## src/rtl/maf_round_pack.sv

```systemverilog
// Round/pack stage of the MAF datapath: RNE rounding, carry renormalisation,
// exponent range checks and IEEE packing for one single or two half lanes.
module maf_round_pack #(
  parameter int EXP_W = 10
) (
  input  logic                    clk,
  input  logic                    rst_n,
  input  logic                    in_valid,
  output logic                    in_ready,
  input  logic [2:0]              cont,
  input  logic [23:0]             m_in,
  input  logic [1:0]              grd,
  input  logic [1:0]              stk,
  input  logic signed [EXP_W-1:0] exp0,
  input  logic signed [EXP_W-1:0] exp1,
  input  logic [1:0]              sgn,
  output logic                    out_valid,
  input  logic                    out_ready,
  output logic [31:0]             result,
  output logic [1:0]              flag_ovf,
  output logic [1:0]              flag_unf,
  output logic [1:0]              flag_inx
);

  typedef enum logic [1:0] {MODE_SGL, MODE_HALF, MODE_BAD} mode_t;

  localparam logic signed [EXP_W:0] SMAX  = (EXP_W+1)'(255);
  localparam logic signed [EXP_W:0] HMAX  = (EXP_W+1)'(31);
  localparam logic signed [EXP_W:0] EZERO = '0;

  mode_t                   w_mode, r_mode;
  logic                    w_adv;
  logic [1:0]              w_inc;
  logic                    r_v1, r_ovalid;
  logic [23:0]             r_m;
  logic [1:0]              r_grd, r_stk, r_sgn, r_inc;
  logic signed [EXP_W-1:0] r_exp0, r_exp1;
  logic [31:0]             r_result, w_result;
  logic [1:0]              r_ovf, r_unf, r_inx, w_ovf, w_unf, w_inx;

  assign w_adv     = !r_ovalid || out_ready;
  assign in_ready  = w_adv;
  assign out_valid = r_ovalid;
  assign result    = r_result;
  assign flag_ovf  = r_ovf;
  assign flag_unf  = r_unf;
  assign flag_inx  = r_inx;

  always_comb begin
    case (cont)
      3'b000, 3'b010: w_mode = MODE_SGL;
      3'b001:         w_mode = MODE_HALF;
      default:        w_mode = MODE_BAD;
    endcase
  end

  // Lane0 LSB is m_in[0] in both modes; lane1 LSB sits at m_in[12].
  assign w_inc = {grd[1] & (stk[1] | m_in[12]), grd[0] & (stk[0] | m_in[0])};

  always_ff @(posedge clk) begin
    if (!rst_n) begin
      r_v1   <= 1'b0;
      r_mode <= MODE_BAD;
      r_m    <= '0;
      r_grd  <= '0;
      r_stk  <= '0;
      r_sgn  <= '0;
      r_inc  <= '0;
      r_exp0 <= '0;
      r_exp1 <= '0;
    end else if (w_adv) begin
      r_v1 <= in_valid;
      if (in_valid) begin
        r_mode <= w_mode;
        r_m    <= m_in;
        r_grd  <= grd;
        r_stk  <= stk;
        r_sgn  <= sgn;
        r_inc  <= w_inc;
        r_exp0 <= exp0;
        r_exp1 <= exp1;
      end
    end
  end

  // Returns {ovf, unf, inx, sign, exp[4:0], frac[9:0]} for one half lane.
  function automatic logic [18:0] pack_half(input logic s, input logic [10:0] m,
                                            input logic g, input logic k, input logic inc,
                                            input logic signed [EXP_W-1:0] e);
    logic [11:0]             sum;
    logic [10:0]             mr;
    logic signed [EXP_W:0]   ea;
    logic [18:0]             r;
    sum = {1'b0, m} + {11'd0, inc};
    mr  = sum[11] ? 11'h400 : sum[10:0];
    ea  = $signed({e[EXP_W-1], e}) + $signed({{EXP_W{1'b0}}, sum[11]});
    r   = '0;
    if (m == 11'd0 && !g && !k)
      r[15] = s;
    else if (ea >= HMAX)
      r = {3'b101, s, 5'h1F, 10'h000};
    else if (ea <= EZERO)
      r = {2'b01, (|m) | g | k, s, 15'h0000};
    else
      r = {2'b00, g | k, s, ea[4:0], mr[9:0]};
    return r;
  endfunction

  logic [24:0]           w_sum_s;
  logic [23:0]           w_mnt_s;
  logic signed [EXP_W:0] w_e_s;
  logic [18:0]           w_h0, w_h1;

  always_comb begin
    w_sum_s  = {1'b0, r_m} + {24'd0, r_inc[0]};
    w_mnt_s  = w_sum_s[24] ? 24'h800000 : w_sum_s[23:0];
    w_e_s    = $signed({r_exp0[EXP_W-1], r_exp0}) + $signed({{EXP_W{1'b0}}, w_sum_s[24]});
    w_h0     = pack_half(r_sgn[0], r_m[10:0], r_grd[0], r_stk[0], r_inc[0], r_exp0);
    w_h1     = pack_half(r_sgn[1], r_m[22:12], r_grd[1], r_stk[1], r_inc[1], r_exp1);
    w_result = '0;
    w_ovf    = '0;
    w_unf    = '0;
    w_inx    = '0;
    case (r_mode)
      MODE_SGL: begin
        if (r_m == 24'd0 && !r_grd[0] && !r_stk[0]) begin
          w_result = {r_sgn[0], 31'd0};
        end else if (w_e_s >= SMAX) begin
          w_result = {r_sgn[0], 8'hFF, 23'd0};
          w_ovf[0] = 1'b1;
          w_inx[0] = 1'b1;
        end else if (w_e_s <= EZERO) begin
          w_result = {r_sgn[0], 31'd0};
          w_unf[0] = 1'b1;
          w_inx[0] = (|r_m) | r_grd[0] | r_stk[0];
        end else begin
          w_result = {r_sgn[0], w_e_s[7:0], w_mnt_s[22:0]};
          w_inx[0] = r_grd[0] | r_stk[0];
        end
      end
      MODE_HALF: begin
        w_result = {w_h1[15:0], w_h0[15:0]};
        w_ovf    = {w_h1[18], w_h0[18]};
        w_unf    = {w_h1[17], w_h0[17]};
        w_inx    = {w_h1[16], w_h0[16]};
      end
      default: ;
    endcase
  end

  always_ff @(posedge clk) begin
    if (!rst_n) begin
      r_ovalid <= 1'b0;
      r_result <= '0;
      r_ovf    <= '0;
      r_unf    <= '0;
      r_inx    <= '0;
    end else if (w_adv) begin
      r_ovalid <= r_v1;
      if (r_v1) begin
        r_result <= w_result;
        r_ovf    <= w_ovf;
        r_unf    <= w_unf;
        r_inx    <= w_inx;
      end
    end
  end

endmodule
```

## config.mk

```make
export PLATFORM = sky130hd
export DESIGN_NAME = maf_round_pack
export DESIGN_NICKNAME = d
export VERILOG_FILES = /design/src/rtl/maf_round_pack.sv
export SDC_FILE = /design/constraint.sdc
export NUM_CORES = 1
export LEC_CHECK = 0
export BUFFER_PORTS_ARGS = -buffer_cell sky130_fd_sc_hd__buf_4
export CORE_ASPECT_RATIO = 0.9
export CORE_MARGIN = 2
export CORE_UTILIZATION = 51
export CTS_CLUSTER_DIAMETER = 40
export CTS_CLUSTER_SIZE = 10
export DETAILED_ROUTE_END_ITERATION = 10
export PLACE_DENSITY = 0.75
export SLEW_MARGIN = 40
export SYNTH_ARGS = -nofsm -noshare
export SYNTH_HDL_FRONTEND = slang
export SYNTH_SLANG_ARGS = --single-unit
```

## constraint.sdc

```tcl
create_clock -name clk -period 3.54 [get_ports clk]
set_clock_uncertainty 0.2 [all_clocks]
set_input_delay 0.177 -clock clk [delete_from_list [all_inputs] [get_ports clk]]
set_output_delay 0.177 -clock clk [all_outputs]
set_load 0.1 [all_outputs]
```

======== Word level (Yosys, flattened, before mapping) ========
Index checks and enable logic that the tools add are counted.
storage, ports and cells
  flip-flop bits (word level) ............. 94
  logic and storage cells ................. 96
  input port bits ......................... 57
  output and inout port bits .............. 40
operators by class
  bitwise gates (word level) .............. 12
  reductions and logical operators ........ 23
  equality and inequality tests ........... 3
  magnitude comparators ................... 6
  multiplexer cells ....................... 32
  add/sub/neg operators ................... 6
operators with widths
  cell                                                                number
  two-way mux 31 bit                                                  3
  one-hot mux 32 bit (2 select lines)                                 1
  two-way mux 19 bit                                                  2
  two-way mux 18 bit                                                  2
  adder 10 x 2 -> 11 bit                                              3
  <= comparator 11 x 1 -> 1 bit, second input constant                3
  two-way mux 15 bit                                                  2
  adder 24 x 1 -> 25 bit                                              1
  adder 11 x 1 -> 12 bit                                              2
  logical NOT 24 bit                                                  1
  OR reduction 24 bit                                                 1
  two-way mux 23 bit                                                  1
  greater-or-equal comparator 11 x 6 -> 1 bit, second input constant  2
  logical NOT 11 bit                                                  2
  OR reduction 11 bit                                                 2
  two-way mux 10 bit                                                  2
  two-way mux 1 bit                                                   13
  greater-or-equal comparator 11 x 9 -> 1 bit, second input constant  1
  bitwise OR 1 bit                                                    10
  logical AND 1 bit                                                   6
  two-way mux 3 bit                                                   2
  one-hot mux 1 bit (2 select lines)                                  3
  logical NOT 1 bit                                                   5
  one-hot mux 2 bit (2 select lines)                                  1
  other kinds (9)                                                     11

======== Depth between registers and ports, before layout ========
  depth after elaboration ................. 7
  gate-level depth with buffers ........... 16
  depth with buffers taken out ............ 14

======== Worst setup path before layout ========
Ideal clock, no wire load.
  kind .................................... register -> register
  start ................................... register r_m[14]
  end ..................................... register r_result[18], in the netlist result[18]
  data arrival time ....................... 3.554 ns
  path slack .............................. -0.291 ns
  path buffers ............................ 4
  required time ........................... 3.264 ns
  period minus slack after synthesis ...... 3.831 ns
  cell stages (with the launch flop) ...... 17
  library setup time ...................... 0.076 ns
  path through ............................ dfxtp_1 clkbuf_1 and3_1 clkbuf_1 nand3_1 nor2_1 ha_1 ha_1 buf_6 nand4_1 or3_1 a31oi_1 o21ai_1 or4b_1 buf_2 or3_4 o211ai_2
on the way
  longest elaborated chain between the ends .. 7
  elaborated cells on any way between the ends .. 23
  those cells by class .................... add/sub: 4; order compare: 4; mux: 9; reduce/logical: 6
ends and longest elaborated chain
  item                                                                     RTL line  source
  from (decl)                                                              35        logic [23:0] r_m;
  from (signal assigned)                                                   75        r_m <= m_in;
  adder 24 x 1 -> 25 bit / adder 11 x 1 -> 12 bit (equally long branches)  115, 94
  adder 10 x 2 -> 11 bit (on tied branches)                                117, 96
  <= comparator 11 x 1 -> 1 bit (on tied branches)                         132, 102
  two-way mux 31 bit / two-way mux 18 bit (equally long branches)          132, 102
  two-way mux 31 bit / two-way mux 19 bit (equally long branches)          128, 100
  two-way mux 31 bit / two-way mux 15 bit (equally long branches)          126, 98
  one-hot mux 32 bit (2 select lines) (*)                                  124       case (r_mode)
  to (signal assigned)                                                     161       r_result <= w_result;
  to (decl)                                                                38        logic [31:0] r_result, w_result;
Every way passes the cells marked *; elsewhere a longest branch is shown, timed or not.
A chain may end at the register's enable or synchronous reset.

======== Worst setup path after layout ========
  start ................................... register r_m[12]
  end ..................................... register r_result[12], in the netlist result[12]
on the way
  longest elaborated chain between the ends .. 7
  elaborated cells on any way between the ends .. 12
  those cells by class .................... add/sub: 2; order compare: 2; mux: 5; reduce/logical: 3
ends and longest elaborated chain
  item                                     RTL line  source
  adder 24 x 1 -> 25 bit                   115       w_sum_s = {1'b0, r_m} + {24'd0, r_inc[0]};
  adder 10 x 2 -> 11 bit                   117       w_e_s = $signed({r_exp0[EXP_W-1], r_exp0}) + $signed({{EXP_W{1'b0}}, w_sum_s[24]});
  <= comparator 11 x 1 -> 1 bit            132       end else if (w_e_s <= EZERO) begin
  two-way mux 31 bit                       132
  two-way mux 31 bit                       128       end else if (w_e_s >= SMAX) begin
  two-way mux 31 bit (*)                   126       if (r_m == 24'd0 && !r_grd[0] && !r_stk[0]) begin
  one-hot mux 32 bit (2 select lines) (*)  124
Marks and branches as above.

==> flow_metrics.env <==
export IMPL_status="finished, final reports clean"
export IMPL_gp_congestion=0.9132
export IMPL_drv_slew=0
export IMPL_power_uw=2572
export IMPL_p_leak_uw=0.002956
export IMPL_yosysSeqAreaShare_pct=35.42
export IMPL_cp_max_fo=6
export IMPL_peakVddDrop_mv=0.4013
export IMPL_cts_sinks=94
export IMPL_synth_fp_nets=752
export IMPL_p_sw_uw=753.4
export IMPL_hp_class="in -> reg"
export IMPL_worst_ep_required_time_ns=3.56
export IMPL_period_share_pct=97.55
export IMPL_ys_ff_latch=94
export IMPL_fp_row_count=35
export IMPL_drtIter0Drc=445
export IMPL_portBuffers=96
export IMPL_antenna_found_initial=0
export IMPL_clkPwrFrac_pct=34.0
export IMPL_cts_tree="built"
export IMPL_grt_pass1_vias=5194
export IMPL_layout_common_cells="nand2_1, buf_4, dfxtp_1"
export IMPL_hold_viol=0
export IMPL_grt_overflow=0
export IMPL_h_tree_depth=3
export IMPL_diodes=0
export IMPL_worstSkewPairLatency_ns=0.34
export IMPL_io_pin_count=97
export IMPL_fin_ws_ns=0.08684
export IMPL_tightest_slew_ns=0.7695
export IMPL_drive_above_1_share_pct=24.15
export IMPL_yosys_cell_types_count=63
export IMPL_ctsLongestPathBuffers=2
export IMPL_synth_edff_count=0
export IMPL_worst_setup_path_start_kind="flop"
export IMPL_syn_cell_area_um2=5313
export IMPL_final_nets=921
export IMPL_swShare_pct=29.29
export IMPL_period_needed_ns=3.453
export IMPL_synth_top_area_cell="dfxtp_1"
export IMPL_synthArstFlopShare_pct=0
export IMPL_path_class="reg -> reg"
export IMPL_ys_warnings_count=0
export IMPL_hold_depth=3
export IMPL_p_comb_share_pct=20.6
export IMPL_wl_per_cell_um=16.67
export IMPL_num_vias=5691
export IMPL_root_buffer="clkbuf_16"
export IMPL_crit_arrival_ns=3.48
export IMPL_rrSetupSlack_ns=0.09
export IMPL_cap_violations=0
export IMPL_netlist_instances=685
export IMPL_core_area_um2=10200
export IMPL_synth_top_area_share_pct=35.42
export IMPL_cts_made_buffers=9
export IMPL_route_detailed_drc=0
export IMPL_via_per_inst=5.772
export IMPL_pre_cts_slack_ns=-0.1665
export IMPL_dieArea_um2=11250
export IMPL_grtUsageTotal_pct=28.65
export IMPL_hpwl_mm=11.29
export IMPL_hold_ws_ns=0.1331
export IMPL_r2r_cells=15
export IMPL_synth_area_leaders="dfxtp_1, nand2_1, a21boi_0"
export IMPL_cts_clk_slew_worst_paths_ns=0.06
export IMPL_place_area_um2=6379
export IMPL_grt_max_degree=76
export IMPL_drt_wl_total_mm=16.43
export IMPL_intPower_uw=1818
export IMPL_syn_to_final_growth_pct=40.01
export IMPL_layout_commonest_cell="nand2_1"
export IMPL_max_freq_mhz=289.6
export IMPL_setup_viol=0
export IMPL_initial_core_util_pct=52.07
export IMPL_end_kind="flop"
export IMPL_die_w_um=111.6
export IMPL_grt_setup_unrepaired="true"
export IMPL_die_h_um=100.8
export IMPL_syn_avg_cell_area_um2=7.756
export IMPL_ys_flop_type="dfxtp_1"
export IMPL_relSlewSlack_pct=48.70
export IMPL_setup_tns_ns=0
export IMPL_power_density_nw_per_um2=345.8
export IMPL_grt_pass1_wl_mm=25.83
export IMPL_ant_nets=0
export IMPL_p_seq_share_pct=45.4
export IMPL_detail_route_first_pass_iterations=5
export IMPL_fin_area_um2=7438
## cells by family (layout without fill, tap and decap cells)
| kind of cell | Yosys count | count (layout) | share of synthesized area, % |
|---|---|---|---|
| and+or+nand+nor | 319 | 319 | 28.29 |
| xor gates and xnor gates | 44 | 44 | 7.254 |
| AOI/OAI and AO/OA | 159 | 159 | 21.27 |
| adders and majority gates | 10 | 10 | 2.355 |
| buffers and inverters | 54 | 226 | 4.475 |
| DFF | 94 | 94 | 35.42 |
| muxes | 5 | 5 | 0.9421 |
## registers in the layout (all words and copies together), names as in the netlist
register   cells
r_m           24
r_exp1        10
r_grd          2
r_inc          2
result        32
r_mode         2
r_sgn          2
flag_unf       2
r_exp0        10
r_stk          2
r_v1           1
flag_inx       2
out_valid      1
flag_ovf       2
## power groups by stage
stage	Clock [µW]	Sequential (µW)	Combinational, µW
after floorplan	0	1240	235
after global placement	0	1180	445
after detailed placement	0	1180	453
after CTS	886	1160	506
after global routing	933	1170	570
final	874	1170	530
## critical path, cell delays in order (launching register included)
cell      delay [ns]
dfxtp_2         0.38
and2_1          0.17
nand4_1         0.20
nor4_2          0.25
and3_1          0.23
ha_4            0.17
ha_4            0.14
nand3_4         0.11
nor3_4          0.21
buf_4           0.16
mux2i_2         0.24
a32o_2          0.24
nor3_4          0.08
buf_4           0.16
a222oi_1        0.30
a21oi_1         0.10
## layout make-up
type	instances	area, µm²
sequential	94	1886
clock inverter	2	10.01
inverter	5	18.77
timing repair buffer	207	1692
multi-input combinational	537	3425
clock buffer	12	246.5
fill	771	2765
tap	129	161.4
## worst paths after layout
| path | start | to |
|---|---|---|
| setup reg to reg | r_m[12] | result[12] |
| hold / removal | rst_n | result[20] |
| setup / recovery | r_m[12] | result[12] |
| hold reg to reg | result[1] | result[1] |
## timing repair
item                                    in CTS  in global routing
cloned                                       0                  0
setup buffers                                2                  4
endpoints found under the hold margin       55                  0
endpoints found under the setup margin      28                 33
hold buffers                                55                  0
pin swaps                                    4                 10
resized for setup                           11                 26
## metrics by stage
stage | util [%] | cells
global route | 72.90 | 986
detailed placement | 62.51 | 911
finish | 72.90 | 986
floorplan | - | 685
CTS | 71.07 | 982
global placement | 62.51 | 911
## cell usage after synthesis, types with 10 or more instances
cell type,count
xnor2_1,21
and2_1,10
a21oi_1,15
xor2_1,23
nand2_1,154
o21ai_0,30
dfxtp_1,94
nand4_1,14
nor2_1,35
nor4_1,13
nand3_1,32
clkbuf_1,36
nor3_1,19
ha_1,10
a21boi_0,57
## routing by layer
metal  global-route usage, %  vias to the layer above  part of all wire, %
li1                        -                     2762                    -
met1                   37.27                     2655                   43
met2                   48.22                      241                   48
met3                   5.652                       33                  6.9
met4                   9.497                        0                  2.4
met5                       0                        -                    0
(Power assumes the default switching activity.)
